[src/rtl/divider_pipelined.sv]
// rtl/divider_pipelined.sv - fully pipelined unsigned restoring divider, one quotient bit per stage
module divider_pipelined #(
  parameter int width = 8
) (
  input  logic             clk,
  input  logic             rst_n,
  input  logic             in_valid,
  input  logic [width-1:0] a,
  input  logic [width-1:0] b,
  output logic             out_valid,
  output logic [width-1:0] q,
  output logic [width-1:0] r,
  output logic             div_by_zero
);

  // Stage 0 is the input register; stage width drives the outputs.
  logic             r_valid [0:width];
  logic             r_dz    [0:width];
  logic [width-1:0] r_rem   [0:width];
  logic [width-1:0] r_q     [0:width];
  logic [width-1:0] r_a     [0:width-1];
  logic [width-1:0] r_b     [0:width-1];

  logic [width:0]   w_trial [1:width];
  logic             w_ge    [1:width];
  logic [width-1:0] w_rem   [1:width];

  always_comb begin
    for (int k = 1; k <= width; k++) begin
      w_trial[k] = {r_rem[k-1], r_a[k-1][width-k]};
      w_ge[k]    = (w_trial[k] >= {1'b0, r_b[k-1]});
      // The true difference is below b, so the low width bits are exact.
      w_rem[k]   = w_ge[k] ? (w_trial[k][width-1:0] - r_b[k-1])
                           : w_trial[k][width-1:0];
    end
  end

  always_ff @(posedge clk or negedge rst_n) begin
    if (!rst_n) begin
      for (int k = 0; k <= width; k++) begin
        r_valid[k] <= 1'b0;
        r_dz[k]    <= 1'b0;
        r_rem[k]   <= '0;
        r_q[k]     <= '0;
      end
      for (int k = 0; k < width; k++) begin
        r_a[k] <= '0;
        r_b[k] <= '0;
      end
    end else begin
      r_valid[0] <= in_valid;
      r_a[0]     <= a;
      r_b[0]     <= b;
      r_dz[0]    <= (b == '0);
      r_rem[0]   <= '0;
      r_q[0]     <= '0;
      for (int k = 1; k <= width; k++) begin
        r_valid[k] <= r_valid[k-1];
        r_dz[k]    <= r_dz[k-1];
        r_rem[k]   <= w_rem[k];
        r_q[k]     <= {r_q[k-1][width-2:0], w_ge[k]};
      end
      for (int k = 1; k < width; k++) begin
        r_a[k] <= r_a[k-1];
        r_b[k] <= r_b[k-1];
      end
    end
  end

  assign out_valid   = r_valid[width];
  assign q           = r_q[width];
  assign r           = r_rem[width];
  assign div_by_zero = r_dz[width];

endmodule

[config.mk]
export PLATFORM = sky130hd
export DESIGN_NAME = divider_pipelined
export DESIGN_NICKNAME = d
export VERILOG_FILES = /design/src/rtl/divider_pipelined.sv
export SDC_FILE = /design/constraint.sdc
export NUM_CORES = 1
export LEC_CHECK = 0
export CORE_AREA = 8 8 281 147
export DETAILED_ROUTE_END_ITERATION = 10
export DIE_AREA = 0 0 289 155
export HOLD_SLACK_MARGIN = 0.05
export MAX_ROUTING_LAYER = met4
export PLACE_DENSITY = 0.51
export RECOVER_POWER = 50
export SETUP_SLACK_MARGIN = 0.02
export SLEW_MARGIN = 20
export SYNTH_ARGS = -nofsm -noshare
export SYNTH_HDL_FRONTEND = slang
export SYNTH_SLANG_ARGS = --single-unit
[constraint.sdc]
create_clock -name clk -period 3.4 [get_ports clk]
set_clock_uncertainty 0.2 [all_clocks]
set_input_delay 0.51 -clock clk [delete_from_list [all_inputs] [get_ports clk]]
set_output_delay 0.51 -clock clk [all_outputs]
set_load 0.005 [all_outputs]
==> results.toml, run 1 <==
[outcome]
status = "finished clean"

[synth]
post_synth_inst_count = 731
synthesized_net_count = 815
synth_flop_cell = "sky130_fd_sc_hd__dfrtp_1"
synthDistinctLibCells = 54
number_of_enable_flip_flop_cells_after_synthesis = 0
netlist.top_cell.by_area = "sky130_fd_sc_hd__dfrtp_1"
synth_top_area_share_pct = 59.3
synth_top_cells_by_count = "sky130_fd_sc_hd__dfrtp_1, sky130_fd_sc_hd__inv_1, sky130_fd_sc_hd__ha_1"
yosysWarnings = 0
yosys_register_bits = 218
syn-mean-instance-area_sq_um = 12.6
synth_most_common_cell = "sky130_fd_sc_hd__dfrtp_1"
postSynth.asyncResetShare_pct = 100
synth_seq_area_share_pct = 59.3
synth.cell_area_sq_um = 9200
synth_top_cells_by_area = "sky130_fd_sc_hd__dfrtp_1, sky130_fd_sc_hd__ha_1, sky130_fd_sc_hd__mux2_2, sky130_fd_sc_hd__inv_1, sky130_fd_sc_hd__a21oi_1"

[layout]
design.final.nets = 856
nFillCells = 3859
layout-drive-gt1-share_pct = 11.5
layout-area-overhead-vs-synth_pct = 18.2
n_antenna_cell = 0
finalCoreUtilization_pct = 28.8

[setup_path]
timing.critical_path.cells = "inv_1, ha_1, a21oi_1, a211oi_1, a2111o_1, mux2_2"
cp.arrival_ns = 2.75
critPathMaxStageDelay_ns = 0.47
path_class = "reg2reg"
worst-endpoint-required_ns = 3.59
critical_path_peak_fanout = 9
cp-end-kind = "flop"
critPathLaunchType = "flop"
reg2regPathDepth = 6
worst_path_max_delay_cell = "sky130_fd_sc_hd__dfrtp_1"

[clocking]
worst_skew_pair.late_latency_ns = 0.51
ctsRootBufferMaster = "sky130_fd_sc_hd__clkbuf_16"
cts-buffers-inserted = 23
cts_buffer_depth = 3
ctsHtreeMaxLevel = 1
cts_tree = "yes"
numClockSinks = 218
clk_pin_slew_ns = 0.06
postCtsResizedCells = 0

[sta]
rsz0062_at_grt = "false"
timing.slew.headroom_pct = 54.8
final_period_minus_worst_setup_slack_ns = 2.55
final_min_period_over_clock_period_pct = 75.1
timing_max_transition_violations_final = 0
setup_violations = 0
maxClockFrequency_mhz = 392
worst_hold_slack_ns = 0.144
final-hold-violation-count = 0
transition_time_at_the_pin_with_the_least_slew_margin_ns = 0.678
fin_setup_tns_ns = 0

[min_path]
min_path_type = "reg2reg"
whs_path_depth = 0

[power]
ir_drop_v = 0.000255
power_density_nw_per_um2 = 717
static-leakage-power_nw = 5.11

[die]
core_rows = 51
effective_utilization_at_floorplan_pct = 24.4
pin_count = 37
die_w_microns = 289
core_region_area_sq_um = 37800
die_area_sq_um = 44800
chipHeight_microns = 155

[job]
drv.max_cap_violation_count = 0

[place]
dp_hpwl_microns = 13600
globalplace.congestion = 0.845
io_buffers = 36

[routing]
routed_via_density = 4.19
wl_per_cell_microns = 14.5
number_of_routed_nets_with_antenna_violations = 0
initialDrtViolationCount = 458
wirelength_microns = 18600
remaining_design_rule_violation_count = 0
via_count = 5396
drt_pre_antenna_iters = 5

[global_routing]
grt_pass1_wl_microns = 30400
grt_antenna_before_repair = 0
gr-usage-all-layers_pct = 8.70
pin_count_of_the_biggest_net_entering_global_routing = 83
first_global_vias = 5269
gr-total-overflow = 0
## layer usage
metal / vias to the layer above / part of all wire [%] / global-route usage, %
li1: 2604 / - / -
met1: 2616 / 58 / 14.8
met2: 144 / 33 / 9.06
met3: 32 / 6.6 / 2.55
met4: 0 / 2.2 / 2.03
met5: - / 0 / -
## cell usage in the layout, fill, tap and decap left out, types with 6 or more instances in the layout
cell	instances
sky130_fd_sc_hd__ha_1	58
sky130_fd_sc_hd__dlygate4sd3_1	18
sky130_fd_sc_hd__clkdlybuf4s50_1	18
sky130_fd_sc_hd__fa_1	7
sky130_fd_sc_hd__nand2b_1	12
sky130_fd_sc_hd__nor3_1	14
sky130_fd_sc_hd__o21ai_0	18
sky130_fd_sc_hd__a21oi_1	38
sky130_fd_sc_hd__nor2b_1	13
sky130_fd_sc_hd__nand2_1	16
sky130_fd_sc_hd__o211ai_1	9
sky130_fd_sc_hd__a211oi_1	6
sky130_fd_sc_hd__mux2_2	38
sky130_fd_sc_hd__o21a_1	8
sky130_fd_sc_hd__a21o_1	10
sky130_fd_sc_hd__nor2_1	31
sky130_fd_sc_hd__a31oi_1	9
sky130_fd_sc_hd__mux2i_1	14
sky130_fd_sc_hd__clkbuf_16	23
sky130_fd_sc_hd__xnor2_1	18
sky130_fd_sc_hd__nand3_1	14
sky130_fd_sc_hd__dfrtp_1	218
sky130_fd_sc_hd__inv_1	86
sky130_fd_sc_hd__nor4_1	6
## report_power, final
part	internal [mW]	switching (mW)	leakage (nW)
clock network	1.60	1.04	0.383
logic	0.998	1.07	2.05
registers	2.93	0.161	2.68
total	5.53	2.26	5.11
## final cells by class
class	instances	area (sq um)	share of cell area [%]
multi-input cells	402	3250	29.9
clock buffers	27	621	5.71
well taps	503	629	5.79
inverters	86	323	2.97
flip-flops and latches	218	5460	50.2
clock inverters	11	164	1.51
repair buffers	41	430	3.96
## state kept, by name, indices dropped and copies added (netlist names)
name         count
r_valid          8
r_q             28
out_valid        1
r_rem           56
r_a             36
r_dz             8
r                8
div_by_zero      1
r_b             64
q                8
## worst paths after layout
kind | end | slack, ns | from
max | r_rem[55] | 0.85 | r_b[50]
min | r_q[49] | 0.14 | r_q[56]
max reg2reg | r_rem[55] | 0.85 | r_b[50]
min reg2reg | r_q[49] | 0.14 | r_q[56]
max in group asynchronous | r_b[53] | 1.78 | rst_n
min in group asynchronous | q[4] | 0.40 | rst_n
## logic make-up (layout without fill, tap and decap cells)
logic type,count (synthesis),after routing,synth area share (%)
adders and majority gates,65,65,9.41
AOI/OAI and AO/OA,135,135,10.4
xor gates and xnor gates,23,23,2.19
muxes,52,52,6.17
DFF,218,218,59.3
and+or+nand+nor,127,127,7.13
buffers and inverters,111,165,5.40
## stage by stage
stage          area, sq um  power [mW]  std cells  setup slack, ns
2_1_floorplan         9200        4.67        731             1.14
3_3_place_gp         10100        5.16       1249            0.901
3_5_place_dp         10100        5.19       1249            0.917
4_1_cts              10900        7.92       1288            0.900
5_1_grt              10900        8.28       1288            0.745
6_report             10900        7.79       1288            0.847
## worst max-delay path: cells and delay by family, from the launching register on
family / cells / cell delay, ns
flops: 1 / 0.47
mux: 1 / 0.40
buf+inv: 1 / 0.07
fa+ha+maj: 1 / 0.38
compound gates: 3 / 0.91
## timing repair
item	CTS	global route
buffers inserted	0	0
hold endpoints to repair	78	0
hold buffers	1	0
No activity file was read; power rests on OpenSTA's default activity.
==> run 2, diff against run 1 <==
clock period = 2.4 ns   (was 3.4 ns; I/O delays follow)
==> run 2 against run 1 <==
Compared with the run above:
- register-to-register slack lost 0.78 ns
- highest routed layer unchanged
- combinational power up 64%
- first-iteration DRC count increased by 0.66%
- via count increased by 2.4%
- global-route usage grew 0.26 points
- non-clock buffer count rose by 52
- power up 44%
- hold slack improved by 0.0025 ns
- largest power group unchanged
- wire length grew 3.6%
- critical endpoint is now r_rem[52]
==> results.toml, run 2 (synthesis gave the netlist of run 1 again) <==
[outcome]
status = "finished clean"

[sta]
transition_time_at_the_pin_with_the_least_slew_margin_ns = 1.38
final_min_period_over_clock_period_pct = 97.1
final-hold-violation-count = 0
fin_setup_tns_ns = 0
timing.slew.headroom_pct = 7.70
setup_ws_ns = 0.0698
setup_violations = 0
final_period_minus_worst_setup_slack_ns = 2.33
maxClockFrequency_mhz = 429
timing_max_transition_violations_final = 0

[global_routing]
first_global_vias = 5430
gr-total-overflow = 0
grt_pass1_wl_microns = 31500
gr-usage-all-layers_pct = 8.96
pin_count_of_the_biggest_net_entering_global_routing = 49
grt_antenna_before_repair = 0

[layout]
layout-drive-gt1-share_pct = 18.6
largest_reg_flops = 64
design.final.nets = 908
final_cell_mix = "sky130_fd_sc_hd__dfrtp_1, sky130_fd_sc_hd__inv_1, sky130_fd_sc_hd__ha_1"
n_antenna_cell = 0
fin_cells = 1343
top_register = "r_b"
layout-area-overhead-vs-synth_pct = 22.9
largest_registers = "r_b x64, r_rem x56, r_a x36"
mostFrequentLayoutCell = "sky130_fd_sc_hd__dfrtp_1"
finalCoreUtilization_pct = 29.9

[setup_path]
critPathLaunch = "r_rem[61]"
critical_path_peak_fanout = 7
reg2regPathDepth = 5
cp.arrival_ns = 2.55
worst-endpoint-required_ns = 2.62
cp-end-kind = "flop"
path_class = "reg2reg"
r2r_setup_slack_ns = 0.07
r2r-start = "r_rem[61]"
worstReg2RegEnd = "r_rem[52]"
critPathLaunchType = "flop"

[place]
globalplace.congestion = 0.862
numPlacedInstances = 1288
dp_hpwl_microns = 14100
preCtsSetupSlack_ns = 0.00946
io_buffers = 36

[die]
die_w_microns = 289
chipHeight_microns = 155
die_area_sq_um = 44800
core_region_area_sq_um = 37800
pin_count = 37
effective_utilization_at_floorplan_pct = 24.4
core_rows = 51

[clocking]
clk_pin_slew_ns = 0.06
ctsHtreeMaxLevel = 1
cts-buffers-inserted = 23
cts_tree = "yes"
numClockSinks = 218
cts_buffer_depth = 3
worst_skew_pair.late_latency_ns = 0.53
ctsRootBufferMaster = "sky130_fd_sc_hd__clkbuf_16"

[routing]
routed_via_density = 4.11
wirelength_microns = 19300
initialDrtViolationCount = 461
via_count = 5523
remaining_design_rule_violation_count = 0
number_of_routed_nets_with_antenna_violations = 0
wl_per_cell_microns = 14.4
drt_pre_antenna_iters = 5

[min_path]
hold_path_end = "r_valid[4]"
min_path_type = "reg2reg"
whs_path_depth = 0
worst_hold_startpoint = "r_valid[5]"

[power]
static-leakage-power_nw = 5.35
ir_drop_v = 0.000413
power_density_nw_per_um2 = 993

[job]
drv.max_cap_violation_count = 0
## run 2: cell types whose count changed in the layout (fill, tap and decap cells not counted), sizes merged
cell,delta
clkbuf,+5
bufinv,-3
buf,+42
clkinv,+5
dlygate4sd3,+6
inv,+1
clkinvlp,-1
## run 2: worst max path at each step
| stage | to | slack, ns | cells past startpoint |
|---|---|---|---|
| after floorplan | r[2] | 0.14 | 6 |
| after global placement | r_rem[41] | 0.02 | 8 |
| after detailed placement | r_rem[16] | 0.009 | 8 |
| after CTS | r_rem[14] | 0.02 | 6 |
| after global routing | r_rem[16] | -0.005 | 8 |
| final | r_rem[52] | 0.07 | 5 |
## run 2: critical path, stage by stage, from the launching register on
cell and delay, ns:
sky130_fd_sc_hd__dfrtp_1 0.40, sky130_fd_sc_hd__ha_1 0.36, sky130_fd_sc_hd__a21oi_1 0.22, sky130_fd_sc_hd__o21ai_1 0.12, sky130_fd_sc_hd__a2111o_2 0.60, sky130_fd_sc_hd__mux2_2 0.32
## run 2: through the flow
| stage | power (mW) | area, sq um | hold WS (ns) |
|---|---|---|---|
| after floorplan | 6.61 | 9200 | -0.136 |
| after global placement | 7.50 | 10400 | 0.120 |
| after detailed placement | 7.53 | 10400 | 0.124 |
| after CTS | 11.1 | 11200 | 0.0504 |
| after global routing | 11.9 | 11300 | 0.151 |
| final | 11.2 | 11300 | 0.147 |
## run 2: where the power goes
part	switching, mW	total, mW	internal [mW]
sequential	0.230	4.38	4.15
combinational	1.62	3.37	1.75
clock	1.51	3.48	1.97
## run 2: timing repair
action / CTS / global route
pin swaps: 1 / 7
buffers inserted: 0 / 7
endpoints found under the setup margin: 7 / 43
hold buffers: 7 / 0
resized for setup: 1 / 24
hold endpoints to repair: 210 / 0
## run 2: layout make-up
type                    instances  area, sq um
fillers                      3888        26500
flip-flops and latches        218         5460
multi-input cells             402         3330
repair buffers                 93          848
well taps                     503          629
clock buffers                  28          624
inverters                      86          323
clock inverters                13          103
## run 2: metal layers
layer | vias to the layer above | GRT usage, % | routed length, microns
met3 | 27 | 2.27 | 1050
met5 | - | - | 0
met2 | 113 | 9.12 | 6060
li1 | 2720 | - | -
met1 | 2663 | 15.6 | 11800
met4 | 0 | 1.98 | 432
